$ cat config.mk
export PLATFORM = sky130hd
export DESIGN_NAME = seg7_scan_decoder_flat
export DESIGN_NICKNAME = d
export VERILOG_FILES = /design/src/rtl/seg7_pkg.sv /design/src/rtl/seg7_scan_decoder_if.sv /design/src/rtl/seg7_pattern_decode.sv /design/src/rtl/seg7_scan_decoder.sv /design/src/flat_wrapper.sv
export SDC_FILE = /design/constraint.sdc
export NUM_CORES = 1
export LEC_CHECK = 0
export CORE_ASPECT_RATIO = 1.1
export CORE_MARGIN = 4
export CORE_UTILIZATION = 30
export DETAILED_ROUTE_END_ITERATION = 6
export MAX_ROUTING_LAYER = met4
export PLACE_DENSITY_LB_ADDON = 0.12
export SLEW_MARGIN = 20
export SYNTH_ARGS = -nofsm -noshare
export SYNTH_HDL_FRONTEND = slang
export SYNTH_HIERARCHICAL = 1
export SYNTH_SLANG_ARGS = --single-unit
$ cat constraint.sdc
create_clock -name clk -period 9.1 [get_ports clk]
set_input_delay 1.82 -clock clk [delete_from_list [all_inputs] [get_ports clk]]
set_output_delay 1.82 -clock clk [all_outputs]
set_load 0.01 [all_outputs]
$ cat src/rtl/seg7_pkg.sv
// -----------------------------------------------------------------------------
// seg7_pkg
// Shared definitions for the 7-segment receive path:
//   - segment bit positions within the 7-bit pattern (a = bit6 ... g = bit0)
//   - the ten decimal segment patterns plus the BLANK pattern
//   - the 4-bit decoded code type (digits 0-9, BLANK, INVALID)
// -----------------------------------------------------------------------------
package seg7_pkg;

    // Segment bit positions inside the 7-bit pattern.
    localparam int SEG_A = 6;
    localparam int SEG_B = 5;
    localparam int SEG_C = 4;
    localparam int SEG_D = 3;
    localparam int SEG_E = 2;
    localparam int SEG_F = 1;
    localparam int SEG_G = 0;

    // Normalised (segment on = 1) patterns, ordered abcdefg.
    localparam logic [6:0] PAT_0     = 7'b1111110;
    localparam logic [6:0] PAT_1     = 7'b0110000;
    localparam logic [6:0] PAT_2     = 7'b1101101;
    localparam logic [6:0] PAT_3     = 7'b1111001;
    localparam logic [6:0] PAT_4     = 7'b0110011;
    localparam logic [6:0] PAT_5     = 7'b1011011;
    localparam logic [6:0] PAT_6     = 7'b1011111;
    localparam logic [6:0] PAT_7     = 7'b1110000;
    localparam logic [6:0] PAT_8     = 7'b1111111;
    localparam logic [6:0] PAT_9     = 7'b1111011;
    localparam logic [6:0] PAT_BLANK = 7'b0000000;

    typedef enum logic [3:0] {
        CODE_0       = 4'd0,
        CODE_1       = 4'd1,
        CODE_2       = 4'd2,
        CODE_3       = 4'd3,
        CODE_4       = 4'd4,
        CODE_5       = 4'd5,
        CODE_6       = 4'd6,
        CODE_7       = 4'd7,
        CODE_8       = 4'd8,
        CODE_9       = 4'd9,
        CODE_BLANK   = 4'd10,
        CODE_INVALID = 4'd15
    } code_t;

    // True when the code is a displayable decimal digit.
    function automatic logic is_decimal(input code_t code);
        return (code <= CODE_9);
    endfunction

endpackage

$ cat src/rtl/seg7_scan_decoder_if.sv
// -----------------------------------------------------------------------------
// seg7_scan_decoder_if
// Multiplexed 7-segment display bus as seen by the scan decoder.
//   LED          : segment lines, abcdefg = bit6..bit0
//   LED_type_ctl : 0 = common cathode, 1 = common anode
//   DIG_EN       : one-hot digit enables (active high)
//   sample_en    : qualifies LED/DIG_EN for one clock
// master = display driver side, slave = scan decoder side.
// -----------------------------------------------------------------------------
interface seg7_scan_decoder_if #(
    parameter int DIGITS = 4
);
    logic [6:0]        LED;
    logic              LED_type_ctl;
    logic [DIGITS-1:0] DIG_EN;
    logic              sample_en;

    modport master (
        output LED,
        output LED_type_ctl,
        output DIG_EN,
        output sample_en
    );

    modport slave (
        input LED,
        input LED_type_ctl,
        input DIG_EN,
        input sample_en
    );
endinterface

$ cat src/rtl/seg7_pattern_decode.sv
// -----------------------------------------------------------------------------
// seg7_pattern_decode
// Combinational strict decode of a normalised 7-segment pattern.
//   seg  : normalised pattern (segment on = 1), abcdefg = bit6..bit0
//   code : decimal digit, CODE_BLANK for all-off, CODE_INVALID otherwise
// -----------------------------------------------------------------------------
module seg7_pattern_decode
    import seg7_pkg::*;
(
    input  logic [6:0] seg,
    output code_t      code
);

    always_comb begin
        case (seg)
            PAT_0:     code = CODE_0;
            PAT_1:     code = CODE_1;
            PAT_2:     code = CODE_2;
            PAT_3:     code = CODE_3;
            PAT_4:     code = CODE_4;
            PAT_5:     code = CODE_5;
            PAT_6:     code = CODE_6;
            PAT_7:     code = CODE_7;
            PAT_8:     code = CODE_8;
            PAT_9:     code = CODE_9;
            PAT_BLANK: code = CODE_BLANK;
            default:   code = CODE_INVALID;
        endcase
    end

endmodule

$ cat src/rtl/seg7_scan_decoder.sv
// -----------------------------------------------------------------------------
// seg7_scan_decoder
// Monitors a multiplexed 7-segment bus and reconstructs the BCD digit shown
// at each position. A digit is committed only after STABLE_CNT consecutive
// identical samples at that position.
//   clk, rst    : clock, synchronous active-high reset
//   bus         : display bus (slave modport)
//   clr_err     : clears the sticky err flag (a new error in the same cycle wins)
//   BCD         : committed digits, digit i in [4i+3:4i]
//   digit_valid : position holds a committed decimal digit
//   update      : one-cycle pulse per commit
//   err         : sticky error (multi-hot DIG_EN or committed INVALID pattern)
// Pipeline: capture at edge k, evaluate/commit at edge k+1.
// -----------------------------------------------------------------------------
module seg7_scan_decoder
    import seg7_pkg::*;
#(
    parameter int DIGITS     = 4,
    parameter int STABLE_CNT = 3
) (
    input  logic                  clk,
    input  logic                  rst,
    seg7_scan_decoder_if.slave    bus,
    input  logic                  clr_err,
    output logic [4*DIGITS-1:0]   BCD,
    output logic [DIGITS-1:0]     digit_valid,
    output logic                  update,
    output logic                  err
);

    localparam logic [3:0] CNT_MAX = 4'(STABLE_CNT);
    localparam int         SEL_W   = (DIGITS > 1) ? $clog2(DIGITS) : 1;

    // Capture stage
    logic              s1_valid;
    logic [6:0]        s1_led;
    logic [DIGITS-1:0] s1_dig;
    logic              s1_type;

    // Polarity of the last evaluated one-hot sample
    logic              prev_type;

    // Per-position candidate and stability counter
    code_t             cand_q [DIGITS];
    code_t             cand_d [DIGITS];
    logic [3:0]        cnt_q  [DIGITS];
    logic [3:0]        cnt_d  [DIGITS];

    logic [4*DIGITS-1:0] bcd_d;
    logic [DIGITS-1:0]   valid_d;
    logic                upd_d;
    logic                err_set;

    logic [6:0]       seg;
    code_t            code;
    logic             one_hot;
    logic             multi_hot;
    logic             pol_flip;
    logic [SEL_W-1:0] sel;
    logic [3:0]       cnt_base;
    logic [3:0]       cnt_new;
    logic             commit;

    assign seg       = s1_type ? ~s1_led : s1_led;
    assign one_hot   = $onehot(s1_dig);
    assign multi_hot = (s1_dig != '0) && !one_hot;
    assign pol_flip  = s1_valid && one_hot && (s1_type != prev_type);

    seg7_pattern_decode u_decode (
        .seg  (seg),
        .code (code)
    );

    // Index of the enabled position (only meaningful when one_hot).
    always_comb begin
        sel = '0;
        for (int i = 0; i < DIGITS; i++) begin
            if (s1_dig[i]) sel = SEL_W'(i);
        end
    end

    always_comb begin
        // NOTE: every combinationally written signal gets a default first so
        // no path leaves it unassigned, which would infer a latch.
        cand_d   = cand_q;
        cnt_d    = cnt_q;
        bcd_d    = BCD;
        valid_d  = digit_valid;
        upd_d    = 1'b0;
        err_set  = 1'b0;
        cnt_base = '0;
        cnt_new  = '0;
        commit   = 1'b0;

        if (s1_valid && multi_hot) err_set = 1'b1;

        if (s1_valid && one_hot) begin
            // A polarity change restarts every count; committed outputs stay.
            if (pol_flip) begin
                for (int i = 0; i < DIGITS; i++) cnt_d[i] = '0;
            end
            cnt_base = pol_flip ? 4'd0 : cnt_q[sel];

            if (code == cand_q[sel]) begin
                cnt_new = (cnt_base == CNT_MAX) ? cnt_base : cnt_base + 4'd1;
                // Commit only on the transition into saturation.
                commit  = (cnt_new == CNT_MAX) && (cnt_base != CNT_MAX);
            end else begin
                cand_d[sel] = code;
                cnt_new     = 4'd1;
                commit      = (CNT_MAX == 4'd1);
            end
            cnt_d[sel] = cnt_new;

            if (commit) begin
                upd_d = 1'b1;
                if (is_decimal(code)) begin
                    bcd_d[4*sel +: 4] = code;
                    valid_d[sel]      = 1'b1;
                end else begin
                    valid_d[sel]      = 1'b0;
                end
                if (code == CODE_INVALID) err_set = 1'b1;
            end
        end
    end

    always_ff @(posedge clk) begin
        if (rst) begin
            s1_valid    <= 1'b0;
            s1_led      <= '0;
            s1_dig      <= '0;
            s1_type     <= 1'b0;
            prev_type   <= 1'b0;
            // NOTE: the candidate/counter array is functional state (a stale
            // candidate would shorten the next commit), so it must be reset
            // element by element rather than left to power-up values.
            for (int i = 0; i < DIGITS; i++) begin
                cand_q[i] <= CODE_BLANK;
                cnt_q[i]  <= '0;
            end
            BCD         <= '0;
            digit_valid <= '0;
            update      <= 1'b0;
            err         <= 1'b0;
        end else begin
            // NOTE: non-blocking assignments so every register samples the
            // pre-edge values regardless of statement order.
            s1_valid <= bus.sample_en;
            if (bus.sample_en) begin
                s1_led  <= bus.LED;
                s1_dig  <= bus.DIG_EN;
                s1_type <= bus.LED_type_ctl;
            end
            if (s1_valid && one_hot) prev_type <= s1_type;
            cand_q      <= cand_d;
            cnt_q       <= cnt_d;
            BCD         <= bcd_d;
            digit_valid <= valid_d;
            update      <= upd_d;
            if (err_set)      err <= 1'b1;
            else if (clr_err) err <= 1'b0;
        end
    end

endmodule

$ cat src/flat_wrapper.sv
// flat-port wrapper written by rule: the top's interface ports become plain ports
module seg7_scan_decoder_flat import seg7_pkg::*;
#(
    parameter int DIGITS     = 4,
    parameter int STABLE_CNT = 3
)
  (clk, rst, clr_err, BCD, digit_valid, update, err, bus_LED, bus_LED_type_ctl, bus_DIG_EN, bus_sample_en);
  seg7_scan_decoder_if #(.DIGITS(DIGITS)) bus_i ();
  input  logic clk;
  input  logic rst;
  input  logic clr_err;
  output logic [4*DIGITS-1:0] BCD;
  output logic [DIGITS-1:0] digit_valid;
  output logic update;
  output logic err;
  input wire logic [$bits(bus_i.LED)-1:0] bus_LED;
  input wire logic [$bits(bus_i.LED_type_ctl)-1:0] bus_LED_type_ctl;
  input wire logic [$bits(bus_i.DIG_EN)-1:0] bus_DIG_EN;
  input wire logic [$bits(bus_i.sample_en)-1:0] bus_sample_en;
  assign bus_i.LED = bus_LED;
  assign bus_i.LED_type_ctl = bus_LED_type_ctl;
  assign bus_i.DIG_EN = bus_DIG_EN;
  assign bus_i.sample_en = bus_sample_en;
  seg7_scan_decoder #(.DIGITS(DIGITS), .STABLE_CNT(STABLE_CNT)) u_core (.clk(clk), .rst(rst), .bus(bus_i), .clr_err(clr_err), .BCD(BCD), .digit_valid(digit_valid), .update(update), .err(err));
endmodule
==> summary.md, run 1 <==
| Metric | Value |
|---|---|
| Final weighted congestion of routability-driven global placement | `0.899` |
| Total global routing track utilization | `roughly 15%` |
| Leak pwr | `1.57 nW` |
| Final Hold Vio Count | `0` |
| Worst Setup End Kind | `flop` |
| Number of buffers added on ports | `37` |
| Highest net fanout along the worst path | `36` |
| Hold EP | `u_core/BCD[14]` |
| Power density over the cells | `186 nW/µm²` |
| Share of cells above drive strength 1 | `8.57%` |
| Hold_buf cts | `0` |
| Distinct cells, synth | `73` |
| Root buffer selected by CTS | `sky130_fd_sc_hd__clkbuf_16` |
| Detailed-route wire length per cell | `16.6 µm` |
| Max-slew violation count | `0` |
| Worst R2R Setup Slack | `roughly 4.0 ns` |
| Pin count of the biggest net entering global routing | `44` |
| Floorplan Core Area | `11700 µm²` |
| Required time at the worst-slack endpoint | `9.32 ns` |
| Skew-Pair Late Insertion Delay | `0.33 ns` |
| Status | `completed` |
| I/O pin total | `38` |
| Initial Utilization | `between 30 and 40%` |
| Total overflow reported by the global router | `0` |
| Number of resized instances in the post-cts repair step | `0` |
| Number of synthesized flops with an enable pin | `0` |
| Post-route antenna net violation count | `0` |
| Diodes inserted | `0` |
| Worst-path cell chain | `buf_4 -> clkinv_1 -> fa_1 -> inv_1 -> ha_1 -> ha_1 -> and4bb_1 -> and2_1 -> or2_1 -> inv_1 -> ha_1 -> o311ai_0 -> nor4b_1 -> nand3_1 -> o221a_1` |
| Antenna violations before repair | `0` |
| Number of DRC violations after detailed routing | `0` |
| Worst path most repeated cell | `sky130_fd_sc_hd__ha_1` |
| Crit start category | `flop` |
| Slowest CP cell | `sky130_fd_sc_hd__nor4b_1` |
| Final critical delay including setup and external delays | `5.07 ns` |
| Hold Worst Slack | `0.457 ns` |
| TritonCTS Buffers | `9` |
| Synth Register Bits | `68` |
| Cell Area, Synth | `3650 µm²` |
| Achievable frequency | `197 MHz` |
| Floorplan row count | `41` |
| Worst-case vdd ir drop | `a little under 0.00008 V` |
| Arrival time worst endpoint | `around 5.3 ns` |
| Unrepaired setup endpoints after global routing | `false` |
| Mapped Cells | `426` |
| Die ar. | `between 10000 and 15000 µm²` |
| Power Total | `827 µW` |
| Maximum clock insertion buffer count | `2` |
| Count of clock tree sinks | `68` |
| Max-Slew Margin vs Limit | `37.2%` |
| Maximum cell stage delay along the critical path | `between 0.8 and 0.9 ns` |
| Final core utilization | `a little under two fifths` |
| First-pass DRT Iterations | `4` |
| Final setup violation count | `0` |
| Die span in x | `roughly 110 µm` |
| Capture instance of the worst register-to-register path | `u_core/BCD[11]` |
| Max-cap violations | `0` |
| Count of routing violations after the opening detailed-route iteration | `294` |
| Mapped Avg Cell Area | `approximately 8.6 µm²` |
| Worst clock skew | `0.00695 ns` |
| # nets final | `472` |
| Floorplan die height | `124 µm` |
| Share of the cycle needed by the critical path after routing | `a little under three fifths` |
| TritonCTS clock tree | `done` |
| FF-to-FF Start | `u_core/s1_dig[3]` |
| Dominant delay contributor by cell family on the critical path | `simple AND/OR/NAND/NOR gates` |
| Via density per instance | `5.37` |
| Levels on crit path | `15` |
| Worst min-delay path class | `reg -> reg` |
| Vias in the first global route | `3221` |
| Worst hold path stage count | `2` |
| Critical path buffers and inverters | `4` |
| DPL Wire Length | `just under 7000 µm` |
| Post-CTS setup-driven buffer insertion count | `0` |
| Maximum level of the CTS H-tree | `3` |
| Area Overhead vs Synth | `21.7%` |
| Cells on worst reg2reg path | `15` |
| Nets in the synthesized netlist | `447` |
| Seq/Total Area, Yosys | `a little under two fifths` |
| TNS Setup | `0 ns` |
| Critical setup path kind | `reg -> reg` |
| Transition at the pin with the smallest max-transition slack | `just over 0.9 ns` |
| Clock transition at the registers of the reported paths | `0.06 ns` |
| DRT Wirelength | `10000 µm` |
| Min-Delay Startpoint | `u_core/BCD[14]` |
| Synthesis Warnings | `6` |
| Number of vias after detailed routing | `3249` |
| Share of synthesized flip-flops with an asynchronous set or reset | `0%` |
| Top flip-flop cell by instance count after synthesis | `sky130_fd_sc_hd__dfxtp_1` |
| Global-route wire length before repair | `16500 µm` |
## cells in the mapped netlist, types with 3 or more instances
cell | count | share of area (%)
sky130_fd_sc_hd__a21oi_1 | 16 | 2.2
sky130_fd_sc_hd__inv_1 | 8 | 0.82
sky130_fd_sc_hd__a211o_1 | 4 | 0.96
sky130_fd_sc_hd__nand3_1 | 28 | 3.8
sky130_fd_sc_hd__nand2b_1 | 3 | 0.51
sky130_fd_sc_hd__nor4_2 | 3 | 1.0
sky130_fd_sc_hd__nand2_1 | 46 | 4.7
sky130_fd_sc_hd__or4b_1 | 4 | 1.1
sky130_fd_sc_hd__o221a_1 | 3 | 0.93
sky130_fd_sc_hd__nor3b_1 | 4 | 0.82
sky130_fd_sc_hd__o21ai_0 | 25 | 3.4
sky130_fd_sc_hd__xor2_1 | 8 | 1.9
sky130_fd_sc_hd__nor4b_1 | 4 | 0.96
sky130_fd_sc_hd__o21a_1 | 6 | 1.2
sky130_fd_sc_hd__a22oi_1 | 10 | 2.1
sky130_fd_sc_hd__dfxtp_1 | 68 | 37
sky130_fd_sc_hd__buf_6 | 4 | 1.2
sky130_fd_sc_hd__nand4_1 | 7 | 1.2
sky130_fd_sc_hd__nor3_1 | 7 | 0.96
sky130_fd_sc_hd__nor2_1 | 42 | 4.3
sky130_fd_sc_hd__clkbuf_1 | 18 | 1.9
sky130_fd_sc_hd__buf_2 | 4 | 0.55
sky130_fd_sc_hd__nor2b_1 | 5 | 0.86
sky130_fd_sc_hd__mux2i_1 | 24 | 6.6
sky130_fd_sc_hd__o22ai_1 | 5 | 0.86
sky130_fd_sc_hd__ha_1 | 4 | 1.4
sky130_fd_sc_hd__nand4b_1 | 3 | 0.72
## report_power, final
group / internal (mW) / switching [mW] / leakage [nW]
combinational: 0.0428 / 0.0780 / 0.864
clock: 0.266 / 0.131 / 0.158
sequential: 0.304 / 0.00417 / 0.551
total: 0.613 / 0.213 / 1.57
## area by class of cell
class / instances / area [µm²]
Clock buffer: 9 / 225
Clock inverter: 6 / 114
Fill cell: 1194 / 7260
Inverter: 10 / 37.5
Multi-Input combinational cell: 319 / 2100
Sequential cell: 68 / 1360
Tap cell: 150 / 188
Timing Repair Buffer: 43 / 415
## cells in the final DEF (no fill, tap or decap), types with 5 or more instances in the layout
cell	synthesis	final
sky130_fd_sc_hd__dfxtp_1	68	68
sky130_fd_sc_hd__nand2_1	46	46
sky130_fd_sc_hd__nor2_1	42	42
sky130_fd_sc_hd__clkdlybuf4s50_1	0	37
sky130_fd_sc_hd__nand3_1	28	28
sky130_fd_sc_hd__o21ai_0	25	25
sky130_fd_sc_hd__mux2i_1	24	24
sky130_fd_sc_hd__a21oi_1	16	16
sky130_fd_sc_hd__a22oi_1	10	10
sky130_fd_sc_hd__clkbuf_16	0	9
sky130_fd_sc_hd__xor2_1	8	8
sky130_fd_sc_hd__inv_1	8	8
sky130_fd_sc_hd__nor3_1	7	7
sky130_fd_sc_hd__nand4_1	7	7
sky130_fd_sc_hd__o21a_1	6	6
sky130_fd_sc_hd__buf_4	2	6
sky130_fd_sc_hd__nor2b_1	5	5
sky130_fd_sc_hd__o22ai_1	5	5
## cells by family (layout without fill, tap and decap cells)
group | count (synthesis) | in the layout | share of synthesized area, %
AOI/OAI and AO/OA | 97 | 97 | 19.0
xor gates and xnor gates | 10 | 10 | 2.40
adders and majority gates | 5 | 5 | 1.92
buffers and inverters | 39 | 68 | 5.18
DFF | 68 | 68 | 37.3
muxes | 27 | 27 | 7.51
and+or+nand+nor | 180 | 180 | 26.7
## flip-flops by register name, summed over array words and instances (netlist names), named ones only
name and cells:
u_core/s1_dig 4, u_core/s1_type 1, u_core/update 1, u_core/cnt_q 16, u_core/BCD 16, u_core/cand_q 16
u_core/err 1, u_core/s1_led 7, u_core/prev_type 1, u_core/s1_valid 1
## how the worst max path moves through the flow
stage | startpoint | end | slack [ns]
after floorplan | u_core/s1_dig[1] | u_core/BCD[7] | 4.88
after global placement | u_core/s1_dig[3] | u_core/BCD[11] | 4.19
after detailed placement | u_core/s1_dig[3] | u_core/BCD[15] | 4.10
after CTS | u_core/s1_dig[3] | u_core/BCD[15] | 4.05
after global routing | u_core/s1_dig[3] | u_core/BCD[3] | 3.62
final | u_core/s1_dig[3] | u_core/BCD[11] | 4.03
## metrics by stage
| step | worst slack [ns] | instance area, µm² | std cells |
|---|---|---|---|
| 2_1_floorplan | 4.88 | 3650 | 426 |
| 3_3_place_gp | 4.19 | 4100 | 590 |
| 3_5_place_dp | 4.10 | 4100 | 590 |
| 4_1_cts | 4.05 | 4440 | 605 |
| 5_1_grt | 3.62 | 4440 | 605 |
| 6_report | 4.03 | 4440 | 605 |
## routing by layer
metal | vias to the layer above | routed length (µm) | track usage [%]
met5 | - | 0 | -
met4 | 0 | 150 | 6.31
met2 | 85 | 4620 | 24.2
li1 | 1607 | - | -
met1 | 1546 | 4850 | 19.3
met3 | 11 | 407 | 3.30
## worst register-to-register path, delay by kind of cell, from the launching register on
kind	cells	cell delay, ns
adder cells (fa/ha/maj)	4	1.30
buffers and inverters	4	0.80
flip-flops	1	0.30
AO/OA/AOI/OAI	2	0.52
AND/OR/NAND/NOR	5	2.02
Power figures use the tool's default switching activity.
==> run 2: changes to the inputs <==
==> constraint.sdc (replaced) <==
create_clock -name clk -period 4.24 [get_ports clk]
set_input_delay 0.848 -clock clk [delete_from_list [all_inputs] [get_ports clk]]
set_output_delay 0.848 -clock clk [all_outputs]
set_load 0.01 [all_outputs]
==> run 2 against run 1 <==
Net effect:
- worst hold slack gained 0.0083 ns
- clock-buffer cell count is the same
- register-to-register slack worse by 3.8 ns
- die area unchanged
- utilization increased by 0.87 points
- combinational power increased by 130%
- clock skew up 0.0011 ns
- largest power group unchanged
- highest routed layer unchanged
==> summary.md, run 2 (same netlist as run 1, synthesis figures left out) <==
| Metric | Value |
|---|---|
| Placed Area | `4210 µm² (+2.7%)` |
| Vias in the first global route | `3306 (+2.6%)` |
| Internal power | `1.27 mW (+110%)` |
| Cells on worst reg2reg path | `12 (-3)` |
| Final Hold Vio Count | `0 (unchanged)` |
| Psw | `469 µW (+120%)` |
| Maximum cell stage delay along the critical path | `0.68 ns (-0.17 ns)` |
| Share of the cycle needed by the critical path after routing | `94.2% (+39 points)` |
| Initial Utilization | `31.2% (unchanged)` |
| Count of clock tree sinks | `68 (unchanged)` |
| Register area | `1370 µm² (+0.28%)` |
| TritonCTS Buffers | `9 (unchanged)` |
| Capture instance of the worst register-to-register path | `u_core/BCD[7]` |
| Floorplan Core Area | `11700 µm² (unchanged)` |
| Worst-path cell chain | `xor2_1 -> or4_4 -> a21oi_4 -> nor4_1 -> or3_1 -> nor4b_1 -> a2111oi_0 -> nand3_2 -> o2111ai_4 -> or4b_4 -> or2_1 -> o221a_1` |
| Min-Delay Startpoint | `u_core/BCD[8]` |
| Commonest non-fill, non-tap cells in the layout | `67 x sky130_fd_sc_hd__dfxtp_1, 46 x sky130_fd_sc_hd__nand2_1, 42 x sky130_fd_sc_hd__nor2_1, 37 x sky130_fd_sc_hd__clkdlybuf4s50_1, 28 x sky130_fd_sc_hd__nand3_1` |
| Max-cap violations | `0 (unchanged)` |
| Transition at the pin with the smallest max-transition slack | `0.786 ns (-0.143 ns)` |
| Leading cell type in the layout, fill and taps excluded | `sky130_fd_sc_hd__dfxtp_1` |
| Pin count of the biggest net entering global routing | `44 (unchanged)` |
| Maximum clock insertion buffer count | `2 (unchanged)` |
| Number of DRC violations after detailed routing | `0 (unchanged)` |
| Status | `completed` |
| Net Sw Frac | `26.9% (+1.1 points)` |
| Area Overhead vs Synth | `24.5%` |
| Via density per instance | `5.36 (-0.21%)` |
| Share of power burned in the clock network | `46.1% (-2.0 points)` |
| Total overflow reported by the global router | `0 (unchanged)` |
| Largest registers | `u_core/BCD (16), u_core/cand_q (16), u_core/cnt_q (16)` |
| Unrepaired setup endpoints after global routing | `true` |
| Total global routing track utilization | `15.9% (+0.52 points)` |
| # nets final | `487 (+3.2%)` |
| Final core utilization | `38.8% (+0.87 points)` |
| Floorplan die height | `124 µm (unchanged)` |
| Post-route design area | `4540 µm² (+2.3%)` |
| Final weighted congestion of routability-driven global placement | `0.799 (-11%)` |
| Number of buffers added on ports | `37 (unchanged)` |
| Critical path buffers and inverters | `0 (-4)` |
| Worst R2R Setup Slack | `0.25 ns (-3.79 ns)` |
| Post-CTS setup-driven buffer insertion count | `0 (unchanged)` |
| Hold EP | `u_core/BCD[8]` |
| Worst-case vdd ir drop | `0.000198 V (+150%)` |
| Slowest CP cell | `sky130_fd_sc_hd__or4b_4` |
| Worst min-delay path class | `reg -> reg` |
| Diodes inserted | `0 (unchanged)` |
| Critical setup path kind | `reg -> reg` |
| Final critical delay including setup and external delays | `3.99 ns (-1.07 ns)` |
| Hold_buf cts | `0 (unchanged)` |
| FF-to-FF Start | `u_core/s1_type` |
| Pre-CTS setup slack | `0.0155 ns (-4.08 ns)` |
| Maximum level of the CTS H-tree | `3 (unchanged)` |
| Skew-Pair Late Insertion Delay | `0.34 ns (about the same)` |
| Combinational cell fraction of total power | `15.8% (+1.2 points)` |
| Worst clock skew | `0.00807 ns (+0.00112 ns)` |
| DRT Wirelength | `10200 µm (+1.5%)` |
| Max-slew violation count | `0 (unchanged)` |
| Power Total | `1.74 mW (+110%)` |
| Crit start category | `flop` |
| I/O pin total | `38 (unchanged)` |
| First-pass DRT Iterations | `5 (+1)` |
| Root buffer selected by CTS | `sky130_fd_sc_hd__clkbuf_16` |
| Fillers | `1209 (+1.3%)` |
| DPL Wire Length | `7050 µm (+3.9%)` |
| Final setup violation count | `0 (unchanged)` |
| Proportion of power drawn by flip-flops and latches | `38.1% (+0.8 points)` |
| Global-route wire length before repair | `17100 µm (+3.6%)` |
| Required time at the worst-slack endpoint | `4.47 ns (-4.85 ns)` |
| Power density over the cells | `384 nW/µm² (+110%)` |
| Leak pwr | `1.65 nW (+4.6%)` |
| Worst Setup End Kind | `flop` |
| Die span in x | `113 µm (unchanged)` |
| Share of cells above drive strength 1 | `12.1% (+3.5 points)` |
| Post-route antenna net violation count | `0 (unchanged)` |
| Number of vias after detailed routing | `3328 (+2.4%)` |
| Arrival time worst endpoint | `4.22 ns (-1.06 ns)` |
| Count of routing violations after the opening detailed-route iteration | `173 (-41%)` |
| Dominant delay contributor by cell family on the critical path | `simple AND/OR/NAND/NOR gates` |
| Antenna violations before repair | `0 (unchanged)` |
| Floorplan row count | `41 (unchanged)` |
| Achievable frequency | `250 MHz (+27%)` |
| Combined area of the multi-input logic cells | `2100 µm² (+0.36%)` |
| Setup slack of the critical path after layout | `0.245 ns (-3.79 ns)` |
| Worst hold path stage count | `2 (unchanged)` |
| Clock transition at the registers of the reported paths | `0.06 ns (about the same)` |
| Max-Slew Margin vs Limit | `47.2% (+10 points)` |
| Detailed-route wire length per cell | `16.4 µm (-1.1%)` |
| TritonCTS clock tree | `done` |
| Die ar. | `14000 µm² (unchanged)` |
| Highest net fanout along the worst path | `11 (-69%)` |
run 2: worst max-delay path by stage:
stage / end / slack (ns) / cells past startpoint / from
floorplan: u_core/BCD[7] / 0.02 / 19 / u_core/s1_dig[1]
global placement: u_core/BCD[7] / 0.12 / 12 / u_core/s1_type
detailed placement: u_core/BCD[7] / 0.02 / 12 / u_core/s1_type
CTS: u_core/BCD[7] / 0.18 / 12 / u_core/s1_type
global route: u_core/BCD[11] / -0.007 / 14 / u_core/s1_dig[0]
finish: u_core/BCD[7] / 0.25 / 12 / u_core/s1_type
run 2: power groups by stage:
stage	clock network [mW]	logic (mW)	registers, mW
2_1_floorplan	0	0.193	0.673
3_3_place_gp	0	0.274	0.677
3_5_place_dp	0	0.274	0.677
4_1_cts	0.820	0.275	0.663
5_1_grt	0.846	0.304	0.665
6_report	0.803	0.275	0.664
run 2: area by class of cell:
class,count,area share (%)
clock inverters,7,2.01
inverters,10,0.827
clock buffers,9,4.96
well taps,150,4.13
multi-input cells,319,46.4
flip-flops and latches,68,30.1
repair buffers,58,11.6
run 2: repair_timing:
action / CTS / global route
setup endpoints to repair: 1 / 15
endpoints found under the hold margin: 0 / 0
gates resized for setup: 1 / 2
run 2: per-stage QoR:
stage / hold slack, ns / std cells / setup TNS (ns)
finish: 0.465 / 621 / 0
detailed placement: 0.455 / 605 / 0
global placement: 0.448 / 605 / 0
floorplan: 0.443 / 426 / 0
global route: 0.482 / 621 / -0.0142
CTS: 0.470 / 621 / 0
run 2: metal layers:
layer | global-route usage (%) | wire length, µm | up-vias
met5 | - | 0 | -
met4 | 7.44 | 256 | 0
met3 | 3.30 | 470 | 18
met2 | 24.4 | 4620 | 89
met1 | 20.1 | 4830 | 1594
li1 | - | - | 1627
run 2: worst min-delay path, stage by stage (launching register included):
cell                      delay (ns)
sky130_fd_sc_hd__dfxtp_1        0.31
sky130_fd_sc_hd__nand2_1        0.05
sky130_fd_sc_hd__mux2i_1        0.06
==> run 3: changes to the inputs <==
--- a/config.mk
+++ b/config.mk
@@ -5,6 +5,7 @@
 export SDC_FILE = /design/constraint.sdc
 export NUM_CORES = 1
 export LEC_CHECK = 0
+export CAP_MARGIN = 20
 export CORE_ASPECT_RATIO = 1.1
 export CORE_MARGIN = 4
 export CORE_UTILIZATION = 30
==> constraint.sdc (replaced) <==
create_clock -name clk -period 3.75 [get_ports clk]
set_input_delay 0.75 -clock clk [delete_from_list [all_inputs] [get_ports clk]]
set_output_delay 0.75 -clock clk [all_outputs]
set_load 0.01 [all_outputs]
==> run 3 against run 2 <==
Net effect:
- fmax grew 7.2%
- global-route usage is 0.13 points higher
- final area up 7.6%
- clock skew increased by 0.0012 ns
- largest cell class unchanged
==> summary.md, run 3 (same netlist as run 1, synthesis figures left out) <==
| Metric | Value |
|---|---|
| Via density per instance | `5.26 (-1.8%)` |
| Post-route design area | `4880 µm² (+7.6%)` |
| Crit start category | `flop` |
| Floorplan Core Area | `11700 µm² (unchanged)` |
| Critical setup path kind | `reg -> reg` |
| I/O pin total | `38 (unchanged)` |
| DRT Wirelength | `10200 µm (+0.37%)` |
| Achievable frequency | `268 MHz (+7.2%)` |
| Detailed-route wire length per cell | `15.8 µm (-3.4%)` |
| Worst R2R Setup Slack | `0.02 ns (-0.22 ns)` |
| Maximum level of the CTS H-tree | `3 (unchanged)` |
| CP startpoint | `u_core/s1_type` |
| Die ar. | `14000 µm² (unchanged)` |
| Commonest non-fill, non-tap cells in the layout | `66 x sky130_fd_sc_hd__dfxtp_1, 46 x sky130_fd_sc_hd__nand2_1, 43 x sky130_fd_sc_hd__buf_4, 37 x sky130_fd_sc_hd__clkdlybuf4s50_1, 37 x sky130_fd_sc_hd__nor2_1` |
| Worst min-delay path class | `reg -> reg` |
| Worst-case vdd ir drop | `0.000169 V (-15%)` |
| Global-route wire length before repair | `17200 µm (+0.93%)` |
| Maximum clock insertion buffer count | `2 (unchanged)` |
| Vias in the first global route | `3405 (+3.0%)` |
| Final critical delay including setup and external delays | `3.73 ns (-0.267 ns)` |
| Final Hold Vio Count | `0 (unchanged)` |
| Count of clock tree sinks | `68 (unchanged)` |
| TritonCTS Buffers | `9 (unchanged)` |
| Pre-CTS setup slack | `-0.160 ns (-0.175 ns)` |
| DPL Wire Length | `7260 µm (+3.0%)` |
| Antenna violations before repair | `0 (unchanged)` |
| Leading cell type in the layout, fill and taps excluded | `sky130_fd_sc_hd__dfxtp_1` |
| Power density over the cells | `403 nW/µm² (+5.1%)` |
| Worst Setup End Kind | `flop` |
| Final weighted congestion of routability-driven global placement | `0.818 (+2.3%)` |
| TritonCTS clock tree | `done` |
| Cells on worst reg2reg path | `14 (+2)` |
| Power Total | `1.97 mW (+13%)` |
| Largest registers | `u_core/BCD (16), u_core/cand_q (16), u_core/cnt_q (16)` |
| Required time at the worst-slack endpoint | `3.98 ns (-0.49 ns)` |
| Initial Utilization | `31.2% (unchanged)` |
| Arrival time worst endpoint | `3.96 ns (-0.26 ns)` |
| Share of cells above drive strength 1 | `22.0% (+9.9 points)` |
| Die span in x | `113 µm (unchanged)` |
| Placed Area | `4450 µm² (+5.6%)` |
| Highest net fanout along the worst path | `8 (-3)` |
| Cell count after placement | `624 (+3.1%)` |
| Status | `completed` |
| Combined area of the multi-input logic cells | `2280 µm² (+8.4%)` |
| Hold_buf cts | `0 (unchanged)` |
| Floorplan die height | `124 µm (unchanged)` |
| Skew-Pair Late Insertion Delay | `0.34 ns (about the same)` |
| FF-to-FF Start | `u_core/s1_type` |
| Number of buffers added on ports | `37 (unchanged)` |
| Hold Worst Slack | `0.460 ns (-0.00577 ns)` |
| Final setup violation count | `0 (unchanged)` |
| Setup slack of the critical path after layout | `0.0228 ns (-0.223 ns)` |
| Max-cap violations | `0 (unchanged)` |
| Share of the cycle needed by the critical path after routing | `99.4% (+5.2 points)` |
| Floorplan row count | `41 (unchanged)` |
| Unrepaired setup endpoints after global routing | `true` |
| # nets final | `511 (+4.9%)` |
| Number of DRC violations after detailed routing | `0 (unchanged)` |
| Fillers | `1192 (-1.4%)` |
| Root buffer selected by CTS | `sky130_fd_sc_hd__clkbuf_16` |
| Max-slew violation count | `0 (unchanged)` |
| Clock transition at the registers of the reported paths | `0.06 ns (about the same)` |
| First-pass DRT Iterations | `4 (-1)` |
| Max-Slew Margin vs Limit | `41.0% (-6.3 points)` |
| Total overflow reported by the global router | `0 (unchanged)` |
| Post-route antenna net violation count | `0 (unchanged)` |
| Pin count of the biggest net entering global routing | `36 (-18%)` |
| Leak pwr | `1.77 nW (+7.8%)` |
| Area Overhead vs Synth | `33.9%` |
| Worst clock skew | `0.00930 ns (+0.00123 ns)` |
| Transition at the pin with the smallest max-transition slack | `0.882 ns (+0.0960 ns)` |
| Number of vias after detailed routing | `3393 (+2.0%)` |
| Diodes inserted | `0 (unchanged)` |
| Count of routing violations after the opening detailed-route iteration | `159 (-8.1%)` |
| Register area | `1370 µm² (about the same)` |
| Total global routing track utilization | `16.0% (+0.13 points)` |
| Number of non-filler instances in the completed layout | `645 (+3.9%)` |
[run 3: changes by cell type in the layout (fill, tap and decap cells not counted), sizes merged]
cell      previous run  this run
clkinvlp             1         2
or4b                 5         6
clkbuf               9        10
buf                 21        44
clkinv               6         5
bufinv               2         1
[run 3: layout make-up]
class	count	share of cell area [%]
Sequential cell	68	28.0
Multi-Input combinational cell	320	46.7
Timing Repair Buffer	81	14.4
Clock buffer	10	4.89
Clock inverter	6	1.31
Inverter	10	0.845
Tap cell	150	3.84
[run 3: per-stage QoR]
step | TNS (ns) | util (%)
5_1_grt | -1.57 | 41.8
4_1_cts | -0.00983 | 41.3
3_5_place_dp | -1.26 | 38.0
2_1_floorplan | -1.99 | -
6_report | 0 | 41.8
3_3_place_gp | -0.404 | 38.0
[run 3: where the power goes]
group | switching [mW] | internal (mW)
clock network | 0.324 | 0.531
registers | 0.0126 | 0.738
logic | 0.209 | 0.156
[run 3: what timing repair did]
item / 4_1_cts / 5_1_grt
setup endpoints to repair: 31 / 29
gates resized for setup: 15 / 8
gates cloned: 1 / 0
pin swaps: 8 / 1
buffers inserted: 3 / 2
[run 3: worst min-delay path by stage]
stage          slack, ns  depth (start not counted)                to              from
2_1_floorplan       0.44                          2  u_core/cnt_q[12]  u_core/cnt_q[12]
3_5_place_dp        0.45                          2     u_core/BCD[4]     u_core/BCD[4]
6_report            0.46                          2     u_core/BCD[4]     u_core/BCD[4]
5_1_grt             0.49                          2    u_core/BCD[14]    u_core/BCD[14]
4_1_cts             0.46                          2     u_core/BCD[4]     u_core/BCD[4]
3_3_place_gp        0.45                          2    u_core/BCD[12]    u_core/BCD[12]
[run 3: worst max-delay path, stage by stage, from the launching register on]
cell and delay, ns:
sky130_fd_sc_hd__dfxtp_4 0.39, sky130_fd_sc_hd__xor2_2 0.16, sky130_fd_sc_hd__or4_4 0.60, sky130_fd_sc_hd__a21oi_4 0.20
sky130_fd_sc_hd__nor4_4 0.07, sky130_fd_sc_hd__or3_4 0.39, sky130_fd_sc_hd__buf_4 0.16, sky130_fd_sc_hd__nor3_1 0.16
sky130_fd_sc_hd__nand2_1 0.09, sky130_fd_sc_hd__nand3_2 0.12, sky130_fd_sc_hd__o2111ai_4 0.15, sky130_fd_sc_hd__or4b_4 0.59
sky130_fd_sc_hd__buf_6 0.14, sky130_fd_sc_hd__o31a_1 0.23, sky130_fd_sc_hd__o21a_1 0.16
[run 3: layer usage]
| metal | global-route usage [%] | vias up | part of all wire [%] |
|---|---|---|---|
| met4 | 6.39 | 0 | 1.8 |
| li1 | - | 1687 | - |
| met1 | 19.6 | 1624 | 45 |
| met2 | 26.2 | 68 | 49 |
| met3 | 3.21 | 14 | 3.5 |
| met5 | - | - | 0 |
